[src/rtl/wb_vmon_responder.sv]
// Wishbone register window bridging a bus master to a host-side pair of FWFT FIFOs.
// Latency: ACK/ERR registered one cycle after the hit edge; TX writes to a full FIFO wait in STALL.
// Backpressure: full t2h FIFO stalls the bus; h2t_ready drops while the h2t FIFO is full.

// Small FWFT FIFO: head visible on dout, wrapping pointers plus explicit occupancy count.
// Latency: a push is visible on dout the cycle after the pushing edge when the FIFO was empty.
// Backpressure: push ignored while full, pop ignored while empty; flush empties it at once.
module vmon_fifo #(
    parameter int DEPTH = 4,
    parameter int WIDTH = 32
) (
    input  logic             clk_i,
    input  logic             rst_i,
    input  logic             flush,
    input  logic             push,
    input  logic [WIDTH-1:0] din,
    input  logic             pop,
    output logic [WIDTH-1:0] dout,
    output logic [3:0]       count,
    output logic             full,
    output logic             empty
);

    localparam int PW = (DEPTH > 1) ? $clog2(DEPTH) : 1;

    logic [WIDTH-1:0] mem [DEPTH];
    logic [PW-1:0]    rd_ptr;
    logic [PW-1:0]    wr_ptr;
    logic [3:0]       cnt;
    logic             do_push;
    logic             do_pop;

    // Full/empty come from the count as it stood before the edge, so a push
    // into a full FIFO is refused even if a pop happens at the same edge.
    assign full    = (cnt == 4'(DEPTH));
    assign empty   = (cnt == 4'd0);
    assign do_push = push & ~full;
    assign do_pop  = pop & ~empty;
    assign dout    = mem[rd_ptr];
    assign count   = cnt;

    // Pointer and occupancy update; flush overrides any push/pop at the same edge.
    always_ff @(posedge clk_i) begin
        if (rst_i || flush) begin
            rd_ptr <= '0;
            wr_ptr <= '0;
            cnt    <= '0;
        end else begin
            if (do_push) begin
                wr_ptr <= wr_ptr + PW'(1);
            end
            if (do_pop) begin
                rd_ptr <= rd_ptr + PW'(1);
            end
            case ({do_push, do_pop})
                2'b10:   cnt <= cnt + 4'd1;
                2'b01:   cnt <= cnt - 4'd1;
                default: cnt <= cnt;
            endcase
        end
    end

    // Storage write; contents need no reset since the count guards visibility.
    always_ff @(posedge clk_i) begin
        if (do_push && !flush && !rst_i) begin
            mem[wr_ptr] <= din;
        end
    end

endmodule

// Wishbone slave with TX/RX/STATUS/CTRL registers in front of two host FIFOs.
// Latency: every resolved access answers with a single-cycle ACK or ERR one cycle after its edge.
// Backpressure: a TX write into a full t2h FIFO holds the bus in STALL until space or abandonment.
module wb_vmon_responder #(
    parameter int                       WB_ADDR_WIDTH = 32,
    parameter int                       WB_DATA_WIDTH = 32,
    parameter logic [WB_ADDR_WIDTH-1:0] ADDRESS       = 'h6000_1000,
    parameter int                       FIFO_DEPTH    = 4
) (
    input  logic                     clk_i,
    input  logic                     rst_i,
    input  logic [WB_ADDR_WIDTH-1:0] ADR,
    input  logic [WB_DATA_WIDTH-1:0] DAT_W,
    output logic [WB_DATA_WIDTH-1:0] DAT_R,
    input  logic                     CYC,
    input  logic                     STB,
    input  logic                     WE,
    input  logic [3:0]               SEL,
    output logic                     ACK,
    output logic                     ERR,
    output logic                     t2h_valid,
    output logic [31:0]              t2h_data,
    input  logic                     t2h_ready,
    input  logic                     h2t_valid,
    input  logic [31:0]              h2t_data,
    output logic                     h2t_ready
);

    localparam logic [1:0] OFF_TX     = 2'd0;
    localparam logic [1:0] OFF_RX     = 2'd1;
    localparam logic [1:0] OFF_STATUS = 2'd2;
    localparam logic [1:0] OFF_CTRL   = 2'd3;

    typedef enum logic [1:0] {
        S_IDLE  = 2'd0,
        S_STALL = 2'd1,
        S_RESP  = 2'd2
    } state_t;

    state_t state;
    state_t state_nx;

    // Bus decode
    logic       req;
    logic       hit;
    logic [1:0] off;
    logic       full_word;
    logic       tx_wr;

    // FIFO side
    logic        t2h_push;
    logic        t2h_full;
    logic        t2h_empty;
    logic [3:0]  t2h_cnt;
    logic        h2t_pop;
    logic        h2t_full;
    logic        h2t_empty;
    logic [3:0]  h2t_cnt;
    logic [31:0] h2t_dout;
    logic        flush;

    // Registered response, next values
    logic                     ack_nx;
    logic                     err_nx;
    logic [WB_DATA_WIDTH-1:0] rdat_nx;
    logic [WB_DATA_WIDTH-1:0] status;

    // Byte lane within a word plays no part in register selection.
    logic unused_adr;
    assign unused_adr = ^ADR[1:0];

    assign req       = CYC & STB;
    assign hit       = req & (ADR[WB_ADDR_WIDTH-1:4] == ADDRESS[WB_ADDR_WIDTH-1:4]);
    assign off       = ADR[3:2];
    assign full_word = (SEL == 4'hF);
    assign tx_wr     = WE & full_word & (off == OFF_TX);

    assign status = {12'd0, t2h_cnt, 4'd0, h2t_cnt, 6'd0, t2h_full, ~h2t_empty};

    assign t2h_valid = ~t2h_empty;
    assign h2t_ready = ~h2t_full;

    vmon_fifo #(
        .DEPTH (FIFO_DEPTH),
        .WIDTH (32)
    ) u_t2h_fifo (
        .clk_i (clk_i),
        .rst_i (rst_i),
        .flush (flush),
        .push  (t2h_push),
        .din   (DAT_W),
        .pop   (t2h_ready),
        .dout  (t2h_data),
        .count (t2h_cnt),
        .full  (t2h_full),
        .empty (t2h_empty)
    );

    vmon_fifo #(
        .DEPTH (FIFO_DEPTH),
        .WIDTH (32)
    ) u_h2t_fifo (
        .clk_i (clk_i),
        .rst_i (rst_i),
        .flush (flush),
        .push  (h2t_valid),
        .din   (h2t_data),
        .pop   (h2t_pop),
        .dout  (h2t_dout),
        .count (h2t_cnt),
        .full  (h2t_full),
        .empty (h2t_empty)
    );

    // State register; reset drops any in-flight access without answering it.
    always_ff @(posedge clk_i) begin
        if (rst_i) begin
            state <= S_IDLE;
        end else begin
            state <= state_nx;
        end
    end

    // Next-state: IDLE resolves hits, STALL waits for t2h space, RESP forces an idle gap.
    always_comb begin
        state_nx = state;
        case (state)
            S_IDLE: begin
                if (hit) begin
                    state_nx = (tx_wr && t2h_full) ? S_STALL : S_RESP;
                end
            end
            S_STALL: begin
                if (!req) begin
                    state_nx = S_IDLE;
                end else if (!t2h_full) begin
                    state_nx = S_RESP;
                end
            end
            S_RESP:  state_nx = S_IDLE;
            default: state_nx = S_IDLE;
        endcase
    end

    // Access side effects and the response to register at this edge.
    always_comb begin
        t2h_push = 1'b0;
        h2t_pop  = 1'b0;
        flush    = 1'b0;
        ack_nx   = 1'b0;
        err_nx   = 1'b0;
        rdat_nx  = '0;
        case (state)
            S_IDLE: begin
                if (hit) begin
                    if (WE) begin
                        // Partial writes are rejected outright, whatever the offset.
                        if (!full_word) begin
                            err_nx = 1'b1;
                        end else begin
                            case (off)
                                OFF_TX: begin
                                    if (!t2h_full) begin
                                        t2h_push = 1'b1;
                                        ack_nx   = 1'b1;
                                    end
                                end
                                OFF_CTRL: begin
                                    flush  = DAT_W[0];
                                    ack_nx = 1'b1;
                                end
                                default: err_nx = 1'b1;
                            endcase
                        end
                    end else begin
                        ack_nx = 1'b1;
                        case (off)
                            OFF_RX: begin
                                // An empty RX read still completes, returning zero.
                                if (!h2t_empty) begin
                                    h2t_pop = 1'b1;
                                    rdat_nx = h2t_dout;
                                end
                            end
                            OFF_STATUS: rdat_nx = status;
                            default:    rdat_nx = '0;
                        endcase
                    end
                end
            end
            S_STALL: begin
                if (req && !t2h_full) begin
                    t2h_push = 1'b1;
                    ack_nx   = 1'b1;
                end
            end
            default: begin
                t2h_push = 1'b0;
            end
        endcase
    end

    // Response register: ACK/ERR pulse for one cycle, DAT_R only non-zero alongside ACK.
    always_ff @(posedge clk_i) begin
        if (rst_i) begin
            ACK   <= 1'b0;
            ERR   <= 1'b0;
            DAT_R <= '0;
        end else begin
            ACK   <= ack_nx;
            ERR   <= err_nx;
            DAT_R <= ack_nx ? rdat_nx : '0;
        end
    end

endmodule

[config.mk]
export PLATFORM = sky130hd
export DESIGN_NAME = wb_vmon_responder
export DESIGN_NICKNAME = d
export VERILOG_FILES = /design/src/rtl/wb_vmon_responder.sv
export SDC_FILE = /design/constraint.sdc
export NUM_CORES = 1
export LEC_CHECK = 0
export CAP_MARGIN = 0
export CELL_PAD_IN_SITES_DETAIL_PLACEMENT = 1
export CELL_PAD_IN_SITES_GLOBAL_PLACEMENT = 1
export CORE_MARGIN = 3
export CORE_UTILIZATION = 42
export DETAILED_ROUTE_END_ITERATION = 6
export GPL_ROUTABILITY_DRIVEN = 0
export HOLD_SLACK_MARGIN = 0.1
export PLACE_DENSITY = 0.86
export SLEW_MARGIN = 10
export SYNTH_ARGS = -nofsm -noshare
export SYNTH_HDL_FRONTEND = slang
export SYNTH_SLANG_ARGS = --single-unit
[constraint.sdc]
create_clock -name clk_i -period 3 [get_ports clk_i]
set_input_delay 0.6 -clock clk_i [delete_from_list [all_inputs] [get_ports clk_i]]
set_output_delay 0.6 -clock clk_i [all_outputs]
set_load 0.005 [all_outputs]
======== Word level (Yosys, flattened, before mapping) ========
Memory sizes are Yosys's and may differ from the RTL's. A register that Yosys moved wholly into a read port is not among the register bits.
Index checks and enable logic that the tools add are counted.
storage, ports and cells
  bits in registers ....................... 52
  memory bits (writable) .................. 256
  input port bits ......................... 107
  output and inout port bits .............. 68
  word-level logic and storage cells ...... 111
  memories ................................ 2
operators by class
  add/sub/neg operators ................... 8
  equality and inequality tests ........... 14
  muxes and demuxes ....................... 41
  bitwise operators ....................... 16
  reductions and logical operators ........ 20
memories
  memory          words  bits a word  read ports  clocked after memory_dff  wr ports  line  text
  u_h2t_fifo.mem  4      32           1           1                         1         26    logic [WIDTH-1:0] mem [DEPTH];
  u_t2h_fifo.mem  4      32           1           1                         1         26
operators by type and width
  operator                                                                 count
  32-bit one-hot mux with 2 select lines                                   1
  32-bit 2-to-1 mux                                                        1
  28-bit by 27-bit equality test with 1-bit output, second input constant  1
  1-bit 2-to-1 mux                                                         25
  2-bit 2-to-1 mux                                                         8
  4-bit one-hot mux with 2 select lines                                    2
  2-bit by 1-bit adder with 2-bit output, second input constant            4
  4-bit by 1-bit adder with 4-bit output, second input constant            2
  1-bit AND                                                                8
  2-bit by 1-bit equality test with 1-bit output, second input constant    4
  2-bit equality test, second input constant                               4
  4-bit by 3-bit equality test with 1-bit output, second input constant    2
  4-bit zero test                                                          2
  1-bit NOT                                                                8
  4-bit by 1-bit subtractor with 4-bit output, second input constant       2
  1-bit logical AND                                                        6
  1-bit one-hot mux with 2 select lines                                    3
  5-bit OR reduction                                                       1
  4-bit equality test, second input constant                               1
  2-bit zero test                                                          2
  2-bit one-hot mux with 2 select lines                                    1
  2-bit nonzero test                                                       2
  4-bit OR reduction                                                       1
  1-bit zero test                                                          3
  5 further kinds                                                          5

======== Logic depth before layout (Yosys ltp) ========
  word-level depth ........................ 12
  gate-level depth with buffers ........... 13
  depth with buffers taken out ............ 13

======== Cells and area by module ========
Synthesis repeated with hierarchy kept, for this count alone.
second synthesis, totals
  cells, all modules ...................... 599
  area total of the unflattened synthesis .. 11792.6 um^2
modules (own cells, without submodules)
  module             instances  cells each  area an instance (um^2)
  vmon_fifo          2          231         5183.7
  wb_vmon_responder  1          137         1425.1

======== Worst setup path before layout ========
No wires, ideal clock.
  path type ............................... input to register
  start ................................... input port ADR[25]
  end ..................................... register u_t2h_fifo.cnt[3], in the netlist u_t2h_fifo.count[3]
  library setup time ...................... 70 ps
  data arrival time ....................... 2929 ps
  required time ........................... 2930 ps
  setup slack ............................. 1 ps
  cell stages on the path ................. 12
  cells stage by stage .................... nor4_1 and4_1 nand4_1 a21oi_1 inv_1 ha_1 ha_1 a21o_1 a21oi_1 xnor2_1 or3_1 a21oi_1
between the ends
  longest elaborated chain between the ends .. 7
  elaborated cells on any way between the ends .. 12
  those cells by class .................... eq/ne: 3; mux: 5; bitwise: 2; reduce/logical: 2
ends and longest elaborated chain
  element                                                                                       line  text
  start: declaration                                                                            83    input logic [WB_ADDR_WIDTH-1:0] ADR,
  28-bit by 27-bit equality test with 1-bit output *                                            144   assign hit = req & (ADR[WB_ADDR_WIDTH-1:4] == ADDRESS[WB_ADDR_WIDTH-1:4]);
  1-bit AND *                                                                                   144
  1-bit 2-to-1 mux                                                                              226   if (hit) begin
  1-bit one-hot mux with 2 select lines                                                         224   case (state)
  1-bit AND                                                                                     37    assign do_push = push & ~full;
  2-bit by 1-bit equality test with 1-bit output / 2-bit equality test (equally long branches)  55    case ({do_push, do_pop})
  4-bit one-hot mux with 2 select lines / 2-bit nonzero test (equally long branches)            -
  end signal: assignment                                                                        56    2'b10: cnt <= cnt + 4'd1;
  end signal: assignment                                                                        57    2'b01: cnt <= cnt - 4'd1;
  end signal: assignment                                                                        58    default: cnt <= cnt;
  end: declaration                                                                              29    logic [3:0] cnt;
Mark *: on every way between the ends. The rest lies on a longest branch, timed or not.
A chain may end at the register's enable or synchronous reset.

======== Worst setup path after layout ========
  start ................................... input port ADR[18]
  end ..................................... register u_h2t_fifo.cnt[3], in the netlist u_h2t_fifo.count[3]
between the ends
  longest elaborated chain between the ends .. 7
  elaborated cells on any way between the ends .. 12
  those cells by class .................... eq/ne: 3; mux: 5; bitwise: 2; reduce/logical: 2
ends and longest elaborated chain
  element                                                                                       line  text
  28-bit by 27-bit equality test with 1-bit output *                                            144
  1-bit AND *                                                                                   144
  1-bit 2-to-1 mux *                                                                            226
  1-bit 2-to-1 mux *                                                                            224
  1-bit AND *                                                                                   38    assign do_pop = pop & ~empty;
  net u_h2t_fifo.do_pop                                                                         31    logic do_pop;
  2-bit by 1-bit equality test with 1-bit output / 2-bit equality test (equally long branches)  55
  4-bit one-hot mux with 2 select lines / 2-bit nonzero test (equally long branches)            -
  end signal: assignment                                                                        56
  end signal: assignment                                                                        57
  end signal: assignment                                                                        58
  end: declaration                                                                              29
The timed path passes the listed nets; every way through them passes the cells marked *.

==> results_dict.tcl <==
set metrics [dict create \
    outcome "complete, no violations" \
    leakage_uw 0.00515 \
    drv_slew 0 \
    fin_skew_ps 15.4 \
    dp.final_hpwl_mm 17.3 \
    max_freq_ghz 0.342 \
    synth_top_family_by_area "multiplexers" \
    syn_nets 723 \
    fin_crit_ps 2930 \
    areaGrowthSynthToFinish_pct 31.4 \
    start_util_pct 43.2 \
    synthMuxAreaShare_pct 12.2 \
    htree_levels 1 \
    peakVddDrop_mv 0.466 \
    synthTopCellsByArea "edfxtp_1 65%, mux4_2 12%, dfxtp_1 9.5%" \
    post-route-period-util_pct 97.6 \
    endpoint_kind "flip-flop" \
    fin_area_um2 15500 \
    hold_viol 0 \
    wl_per_cell_um 21.3 \
    die_height_um 173 \
    yosys.area.top_type "edfxtp_1" \
    power_density_nw_per_um2 569 \
    antenna_found_initial 0 \
    yosys_most_used_dff "edfxtp_1" \
    vias 6257 \
    path_max_fanout 2 \
    whs_ps 492 \
    synth-seq-cells 312 \
    rows 60 \
    yosysMostFrequentCell "edfxtp_1" \
    clkLatencyLatePin_ps 540 \
    cap_viol_max_count 0 \
    num_antenna_cells 0 \
    clock-sinks 312 \
    numCtsBuffers 31 \
    arrival_ps 3390 \
    grt_use_total_pct 17.1 \
    setup_viol 0 \
    first_pass_iters 4 \
    remaining_drc_errors 0 \
    io_pins 175 \
    drive_gt1_share_pct 24.0 \
    vias_per_cell 5.11 \
    drt_iter0_drc 396 \
    synth-xor-area-share_pct 0.669 \
    cts_tree "done" \
    grt_overflow 0 \
    hold_path_class "reg2reg" \
    synth_fa_ha_area_share_pct 2.25 \
    synthesis.area_um2 11800 \
    yosys.area_share.simple_pct 6.46 \
    synth_warnings 0 \
    synth_compound_area_share_pct 2.11 \
    netlist_instances 596 \
    design_power_total_uw 8810 \
    grt_pass1_wl_mm 40.5 \
    async_flop_share_pct 0 \
    path_clk_slew_ps 60 \
    port_buffers 172 \
    wirelength_mm 26.2 \
    coreArea_um2 27300 \
    postSynthAreaPerCell_um2 19.8 \
    synth.distinct_cells 44 \
    worstPathRequired_ps 3470 \
    die_w_um 173 \
    seq_area_frac_synth_pct 74.8 \
    max-slew-margin-rel_pct 44.4 \
    hold_buffers 0 \
    synth.top_cell.area_share_pct 65.3 \
    synthTopCellsByCount "256 x edfxtp_1, 64 x mux4_2, 56 x dfxtp_1, 31 x nor2_1" \
    cts-root-buf "clkbuf_16" \
    finalSetupTns_ps 0 \
    placed_cell_area_um2 14300 \
    final_antenna_net_count 0 \
    grt_max_degree 33 \
    critPathKind "in2reg" \
    die_area_um2 30100 \
    synth_edf_count 256 \
    nNetsFinal 957 \
    clock_path_buffers 3 \
    grt_pass1_vias 7109 \
    worstMarginPinSlew_ps 832 \
    critPathLaunchType "primary input" \
]
cells in the final DEF, fill, tap and decap left out, drive strengths merged, types with 8 or more instances in the layout:
master         count
inv               19
ha                18
a22oi              9
a21oi             15
nor2b             21
and3              10
nand2             13
clkinv            12
dfxtp             56
clkdlybuf4s50    164
nor2              31
edfxtp           256
mux4              64
dlymetal6s2s       8
clkbuf            39
buf               51
worst paths after layout:
kind | startpoint | to | slack [ps] | cells past startpoint
hold / removal | u_h2t_fifo.rd_ptr[0]$_SDFFE_PP0P_ | flip-flop | 490 | 2
hold reg to reg | u_h2t_fifo.rd_ptr[0]$_SDFFE_PP0P_ | flip-flop | 490 | 2
setup / recovery | ADR[18] | u_h2t_fifo.count[3]$_SDFFE_PP0P_ | 70 | 14
setup reg to reg | u_h2t_fifo.count[3]$_SDFFE_PP0P_ | u_h2t_fifo.count[3]$_SDFFE_PP0P_ | 310 | 11
kinds of logic (layout without fill, tap and decap cells):
kind of cell / after synthesis / after routing
buffers and inverters: 40 / 297
xor gates and xnor gates: 9 / 9
AOI/OAI and AO/OA: 38 / 38
and+or+nand+nor: 113 / 113
muxes: 64 / 64
DFF: 312 / 312
adders and majority gates: 20 / 20
worst max-delay path: stages:
cell and delay [ps]:
clkdlybuf4s50_1 450, nor4b_4 290, buf_4 160, buf_4 100, and4_1 210, nand4_1 150, inv_2 100, ha_1 180
ha_1 240, a21o_1 190, a21oi_2 140, xnor2_1 90, or3_1 350, a21oi_2 150
area by class of cell:
type                            instances  area (um^2)
Clock buffer                           39          826
Clock inverter                         17          164
Fill cell                            2469        11800
Multi-Input combinational cell        244         2900
Inverter                               18         67.6
Tap cell                              372          465
Timing Repair Buffer                  223         2250
Sequential cell                       312         8810
sequential cells by signal, summed over array words and instances, names as in the netlist, named ones only:
signal / count
ACK: 1
DAT_R: 32
ERR: 1
state: 2
u_h2t_fifo.count: 4
u_h2t_fifo.mem: 128
u_h2t_fifo.rd_ptr: 2
u_h2t_fifo.wr_ptr: 2
u_t2h_fifo.count: 4
u_t2h_fifo.mem: 128
u_t2h_fifo.rd_ptr: 2
u_t2h_fifo.wr_ptr: 2
per-layer routing:
metal	global-route usage, %	part of all wire [%]	vias to the layer above
li1	-	-	2837
met1	20.7	39	3220
met2	31.8	54	167
met3	3.85	5.3	33
met4	3.07	1.7	0
met5	0	0	-
report_power, final:
group          switching, uW  total (uW)  internal (uW)
combinational            150         341            191
sequential              18.1        4750           4740
clock                   1520        3720           2200
total                   1690        8810           7120
what timing repair did:
item	CTS	global route
endpoints found under the setup margin	1	4
pin swaps	0	16
buffers inserted	0	3
resized for setup	1	25
through the flow:
step                cells  worst slack (ps)  util [%]
detailed placement   1166              -576      52.6
CTS                  1222              14.0      56.3
global placement     1166              -528      52.6
finish               1225              72.1      56.8
floorplan             596              1.47         -
global route         1225             -82.0      56.8
Power figures use the tool's default switching activity.
